[src/rtl/if_fetch_pkg.sv]
// Shared constants, types and helpers for the IF fetch stage.
package if_fetch_pkg;

  localparam int STALL_W     = 6;
  localparam int BR_WD       = 33;
  localparam int IF_TO_ID_WD = 33;

  localparam logic STOP    = 1'b1;
  localparam logic NO_STOP = 1'b0;

  localparam logic [31:0] PC_RESET_VEC = 32'hBFBF_FFFC;

  typedef enum logic {
    BUF_RUN  = 1'b0,
    BUF_HOLD = 1'b1
  } buf_state_e;

  // A redirect parked during a freeze outranks a live branch; sequential fetch wraps mod 2^32.
  function automatic logic [31:0] pc_select(
    input logic        pend_v,
    input logic [31:0] pend_addr,
    input logic        br_e,
    input logic [31:0] br_addr,
    input logic [31:0] pc
  );
    if (pend_v)    return pend_addr;
    else if (br_e) return br_addr;
    else           return pc + 32'd4;
  endfunction

endpackage

[src/rtl/if_inst_buf.sv]
// One-entry instruction hold buffer: keeps the SRAM read data alive while IF is stalled.
module if_inst_buf
  import if_fetch_pkg::*;
(
  input  logic        clk,
  input  logic        rst,
  input  logic        stall_if,
  input  logic        ce,
  input  logic [31:0] rdata,
  output logic        buf_v,
  output logic [31:0] id_inst
);

  buf_state_e  state;
  logic [31:0] buf_data;

  // RUN/HOLD FSM: capture once on stall entry, never overwrite while holding.
  always_ff @(posedge clk) begin
    if (!rst) begin
      state    <= BUF_RUN;
      buf_v    <= 1'b0;
      buf_data <= 32'b0;
    end else begin
      case (state)
        BUF_RUN: begin
          if (stall_if == STOP && ce) begin
            buf_data <= rdata;
            buf_v    <= 1'b1;
            state    <= BUF_HOLD;
          end
        end
        BUF_HOLD: begin
          if (stall_if == NO_STOP) begin
            buf_v <= 1'b0;
            state <= BUF_RUN;
          end
        end
        default: begin
          buf_v <= 1'b0;
          state <= BUF_RUN;
        end
      endcase
    end
  end

  assign id_inst = buf_v ? buf_data : rdata;

endmodule

[src/rtl/if_fetch.sv]
// IF stage: PC register, pending-redirect capture, SRAM drive and IF->ID bus.
// Optional build macro IF_ADEL_EN adds the if_excp_adel misaligned-fetch flag.
module if_fetch
  import if_fetch_pkg::*;
#(
  parameter logic [31:0] RESET_PC = PC_RESET_VEC
) (
  input  logic                   clk,
  input  logic                   rst,
  input  logic [STALL_W-1:0]     stall,
  input  logic [BR_WD-1:0]       br_bus,
  input  logic [31:0]            inst_sram_rdata,
  output logic                   inst_sram_en,
  output logic [3:0]             inst_sram_wen,
  output logic [31:0]            inst_sram_addr,
  output logic [31:0]            inst_sram_wdata,
  output logic [IF_TO_ID_WD-1:0] if_to_id_bus,
  output logic [31:0]            id_inst
`ifdef IF_ADEL_EN
  ,
  output logic                   if_excp_adel
`endif
);

  logic        br_e;
  logic [31:0] br_addr;
  logic [31:0] pc;
  logic        ce;
  logic [31:0] next_pc;
  logic        pend_v;
  logic [31:0] pend_addr;
  logic        buf_v;
  logic        unused_stall;

  assign {br_e, br_addr} = br_bus;
  assign unused_stall    = ^stall[STALL_W-1:2];

  assign next_pc = pc_select(pend_v, pend_addr, br_e, br_addr, pc);

  // PC and fetch-enable advance only when the PC stage is not stalled.
  always_ff @(posedge clk) begin
    if (!rst) begin
      pc <= RESET_PC;
      ce <= 1'b0;
    end else if (stall[0] == NO_STOP) begin
      ce <= 1'b1;
      pc <= next_pc;
    end
  end

  // Park a branch raised while the PC is frozen; consume it on the first unfrozen cycle.
  always_ff @(posedge clk) begin
    if (!rst) begin
      pend_v    <= 1'b0;
      pend_addr <= 32'b0;
    end else if (stall[0] == STOP) begin
      if (br_e) begin
        pend_v    <= 1'b1;
        pend_addr <= br_addr;
      end
    end else begin
      pend_v <= 1'b0;
    end
  end

  // Registered {ce, pc} handed to ID, one cycle behind the PC register.
  always_ff @(posedge clk) begin
    if (!rst) begin
      if_to_id_bus <= '0;
    end else begin
      if_to_id_bus <= {ce, pc};
    end
  end

`ifdef IF_ADEL_EN
  assign if_excp_adel = ce & (pc[1:0] != 2'b00);
  assign inst_sram_en = ce & ~if_excp_adel;
`else
  assign inst_sram_en = ce;
`endif

  assign inst_sram_wen   = 4'b0;
  assign inst_sram_addr  = pc;
  assign inst_sram_wdata = 32'b0;

  if_inst_buf u_inst_buf (
    .clk      (clk),
    .rst      (rst),
    .stall_if (stall[1]),
    .ce       (ce),
    .rdata    (inst_sram_rdata),
    .buf_v    (buf_v),
    .id_inst  (id_inst)
  );

endmodule

[config.mk]
export PLATFORM = sky130hd
export DESIGN_NAME = if_fetch
export DESIGN_NICKNAME = d
export VERILOG_FILES = /design/src/rtl/if_fetch_pkg.sv /design/src/rtl/if_inst_buf.sv /design/src/rtl/if_fetch.sv
export SDC_FILE = /design/constraint.sdc
export NUM_CORES = 1
export LEC_CHECK = 0
export CAP_MARGIN = 40
export CORE_ASPECT_RATIO = 1.2
export CORE_MARGIN = 2
export CORE_UTILIZATION = 30
export DETAILED_ROUTE_END_ITERATION = 12
export HOLD_SLACK_MARGIN = 0.15
export PLACE_DENSITY_LB_ADDON = 0.15
export SLEW_MARGIN = 20
export SYNTH_ARGS = -nofsm -noshare
export SYNTH_HDL_FRONTEND = slang
export SYNTH_SLANG_ARGS = --single-unit
[constraint.sdc]
create_clock -name clk -period 1.84 [get_ports clk]
set_input_delay 0.368 -clock clk [delete_from_list [all_inputs] [get_ports clk]]
set_output_delay 0.368 -clock clk [all_outputs]
set_load 0.02 [all_outputs]
==> impl_metrics.json, run 1 <==
{
  "status": "finished, violations left",
  "violations": "negative setup slack",
  "syn_inst": 710,
  "critPathArrivalTime_ns": 1.48,
  "nets": 989,
  "yosysSeqAreaShare_pct": 43.5,
  "crit_path_top_delay_cell": "dfxtp_4",
  "async_flop_share_pct": 0,
  "period_share_pct": 100,
  "synthToLayoutAreaGrowth_pct": 47.1,
  "ctsRootBufferMaster": "clkbuf_16",
  "ys_top_cells_by_count": "155 x nand2_1, 133 x dfxtp_1, 65 x a21boi_0",
  "worst_hold_startpoint": "rst",
  "ys_ff_latch": 133,
  "cp_max_fo": 16,
  "r2r-start": "inst_sram_addr[7]$_SDFFE_PN1N_",
  "synth.area.mux_share_pct": 6.56,
  "syn_area_um2": 6120,
  "synth_cell_types": 53,
  "wirelength_met1_um": 8290,
  "drc_errors": 0,
  "wl_met3_um": 1050,
  "die_area_um2": 21600,
  "firstDrtPassIters": 4,
  "setup_viol": 9,
  "dr.first_iter.drc_count": 281,
  "numCtsBuffers": 17,
  "wl_met2_um": 8590,
  "track_usage_pct": 16.9,
  "grt_pass1_wl_um": 28800,
  "cts_sinks": 133,
  "critical_path_class": "register to output pin",
  "dr.max_layer_used": "met4",
  "avgSynthCellArea_um2": 8.62,
  "grt_max_degree": 43,
  "synth_area_leaders": "dfxtp_1 44%, nand2_1 9.5%, a21boi_0 8.0%",
  "fin_crit_ns": 1.85,
  "cts_tree": "yes",
  "worst_slack_ns": -0.00855,
  "hold_buffers": 0,
  "fmax_mhz": 541,
  "drv_slew": 0,
  "slowest_delay_ns": 0.40,
  "ys.warnings.count": 0,
  "rows": 57,
  "dpl_cell_area_um2": 8380,
  "cp-startpoint": "u_inst_buf.buf_v$_SDFFE_PN0P_",
  "synth_top_family_by_area": "compound AO/OA/AOI/OAI gates",
  "ant_nets": 0,
  "vias_per_cell": 4.69,
  "synthSimpleGateAreaFrac_pct": 19.8,
  "start_util_pct": 30.4,
  "yosys.area.top_type": "dfxtp_1",
  "power.density_nw_per_um2": 960,
  "cp.required_ns": 1.47,
  "fin_area_um2": 9000,
  "diodes": 0,
  "critPathTopFamily": "flip-flops",
  "crit_chain": "buf_16, mux2_2, buf_4",
  "maxCapViolCount": 0,
  "place.detailed.hpwl_um": 12600,
  "synth.top_cell.area_share_pct": 43.5,
  "clockBufferDepth": 2,
  "io_pins": 207,
  "synth_fa_ha_area_share_pct": 0.204,
  "grt_pass1_vias": 5362,
  "drive_gt1_share_pct": 20.3,
  "cts_htree_levels": 4,
  "antenna_found_initial": 0,
  "worstHoldPathType": "input port to register",
  "rsz0062_at_grt": "true",
  "wl_um": 18200,
  "worstSkewPairLatency_ns": 0.42,
  "critPathLaunchType": "register",
  "critPathBufInv": 2,
  "fp.dieH_um": 160,
  "synth.most_common_cell": "nand2_1",
  "ir_drop_uv": 597,
  "synth_edf_count": 0,
  "ys.flop_type": "dfxtp_1",
  "p_leak_nw": 3.63,
  "synth_compound_area_share_pct": 21.5,
  "cp-end-kind": "output pin",
  "hold_violations": 0,
  "gp_congestion": 0.795,
  "core_area_um2": 20100,
  "wire_per_inst_um": 15.2,
  "die_w_um": 134,
  "numPortBuffers": 166,
  "tns_ns": -0.0369,
  "grt.overflow.total": 0,
  "synthXorXnorAreaFrac_pct": 0,
  "path_clk_slew_ns": 0.06,
  "finClkSkew_ns": 0.00850,
  "vias": 5593
}
[metal layers]
| metal | global-route usage, % | up-vias |
|---|---|---|
| met3 | 4.42 | 18 |
| met4 | 5.26 | 0 |
| met5 | 0 | - |
| met1 | 21.4 | 2613 |
| li1 | - | 2806 |
| met2 | 28.0 | 156 |
[power by group]
| group | switching [W] | internal, W |
|---|---|---|
| registers | 0.000128 | 0.00308 |
| logic | 0.000970 | 0.000881 |
| clock network | 0.00141 | 0.00217 |
| total | 0.00251 | 0.00613 |
[worst paths after layout]
kind	endpoint	depth (start not counted)	slack (ns)
setup reg to reg	inst_sram_addr[28]$_SDFFE_PN1N_	6	0.13
hold / removal	if_to_id_bus[18]$_SDFF_PN0_	3	0.44
setup / recovery	id_inst[31]	3	-0.009
hold reg to reg	pend_addr[1]$_SDFFE_PN0P_	2	0.45
[flip-flops by register name (all words and copies together), names as in the netlist]
signal	count
u_inst_buf.buf_data	32
u_inst_buf.state	1
u_inst_buf.buf_v	1
inst_sram_en	1
if_to_id_bus	33
inst_sram_addr	32
pend_addr	32
pend_v	1
[logic make-up (layout without fill, tap and decap cells)]
family / count (synthesis) / in the layout
adder cells (fa/ha/maj): 1 / 1
flip-flops: 133 / 133
buffers and inverters: 96 / 279
AND/OR/NAND/NOR: 260 / 260
multiplexers: 36 / 36
AO/OA/AOI/OAI: 183 / 183
other: 1 / 36
[cells in the final DEF, fill, tap and decap left out, types with 7 or more instances in the layout]
cell | Yosys | routed
buf_12 | 0 | 7
a21boi_0 | 65 | 65
inv_1 | 9 | 9
nand3_1 | 15 | 15
and3_1 | 7 | 7
clkbuf_16 | 0 | 17
nor2_1 | 19 | 18
buf_2 | 5 | 13
buf_4 | 36 | 67
conb_1 | 1 | 36
mux2_4 | 0 | 9
clkdlybuf4s50_1 | 0 | 103
buf_6 | 2 | 16
dlygate4sd2_1 | 0 | 28
nand2_1 | 155 | 155
a31oi_1 | 7 | 7
and2_1 | 34 | 34
o22a_1 | 7 | 7
mux2_2 | 33 | 24
a2bb2oi_1 | 8 | 8
a221o_1 | 10 | 10
a21oi_1 | 34 | 34
a221oi_1 | 11 | 11
nand4_1 | 7 | 7
o21ai_0 | 18 | 18
dfxtp_1 | 133 | 130
[stage by stage]
| step | instances | hold WS [ns] | total power [W] | utilization, % | worst slack (ns) |
|---|---|---|---|---|---|
| 2_1_floorplan | 745 | 0.438 | 0.00429 | - | 0.0698 |
| 3_3_place_gp | 1157 | 0.448 | 0.00515 | 41.7 | -0.208 |
| 3_5_place_dp | 1157 | 0.451 | 0.00516 | 41.7 | -0.220 |
| 4_1_cts | 1195 | 0.435 | 0.00875 | 44.5 | -0.0952 |
| 5_1_grt | 1193 | 0.454 | 0.00903 | 44.7 | -0.0685 |
| 6_report | 1193 | 0.440 | 0.00864 | 44.7 | -0.00855 |
[tightest hold or removal path, stage by stage]
cell and delay (ns):
buf_2 0.09, buf_4 0.22, and2_1 0.14
[cell type report]
class                           count  area, µm²
Clock buffer                       17        425
Sequential cell                   133       2670
Timing Repair Buffer              238       2230
Fill cell                        2015      11100
Multi-Input combinational cell    516       3120
Tap cell                          265        332
Clock inverter                     15        191
Inverter                            9       33.8
[what timing repair did]
action | in CTS | in global routing
hold endpoints to repair | 0 | 0
endpoints found under the setup margin | 60 | 37
gates cloned | 3 | 0
pin swaps | 0 | 3
gates resized for setup | 176 | 35
buffers inserted | 3 | 1
Power figures use the tool's default switching activity.
==> inputs of run 2 (changes only) <==
- SLEW_MARGIN: 20 -> 25
==> results of run 2 <==
Same layout as run 1: the final DEF is identical, and so are final timing and power.
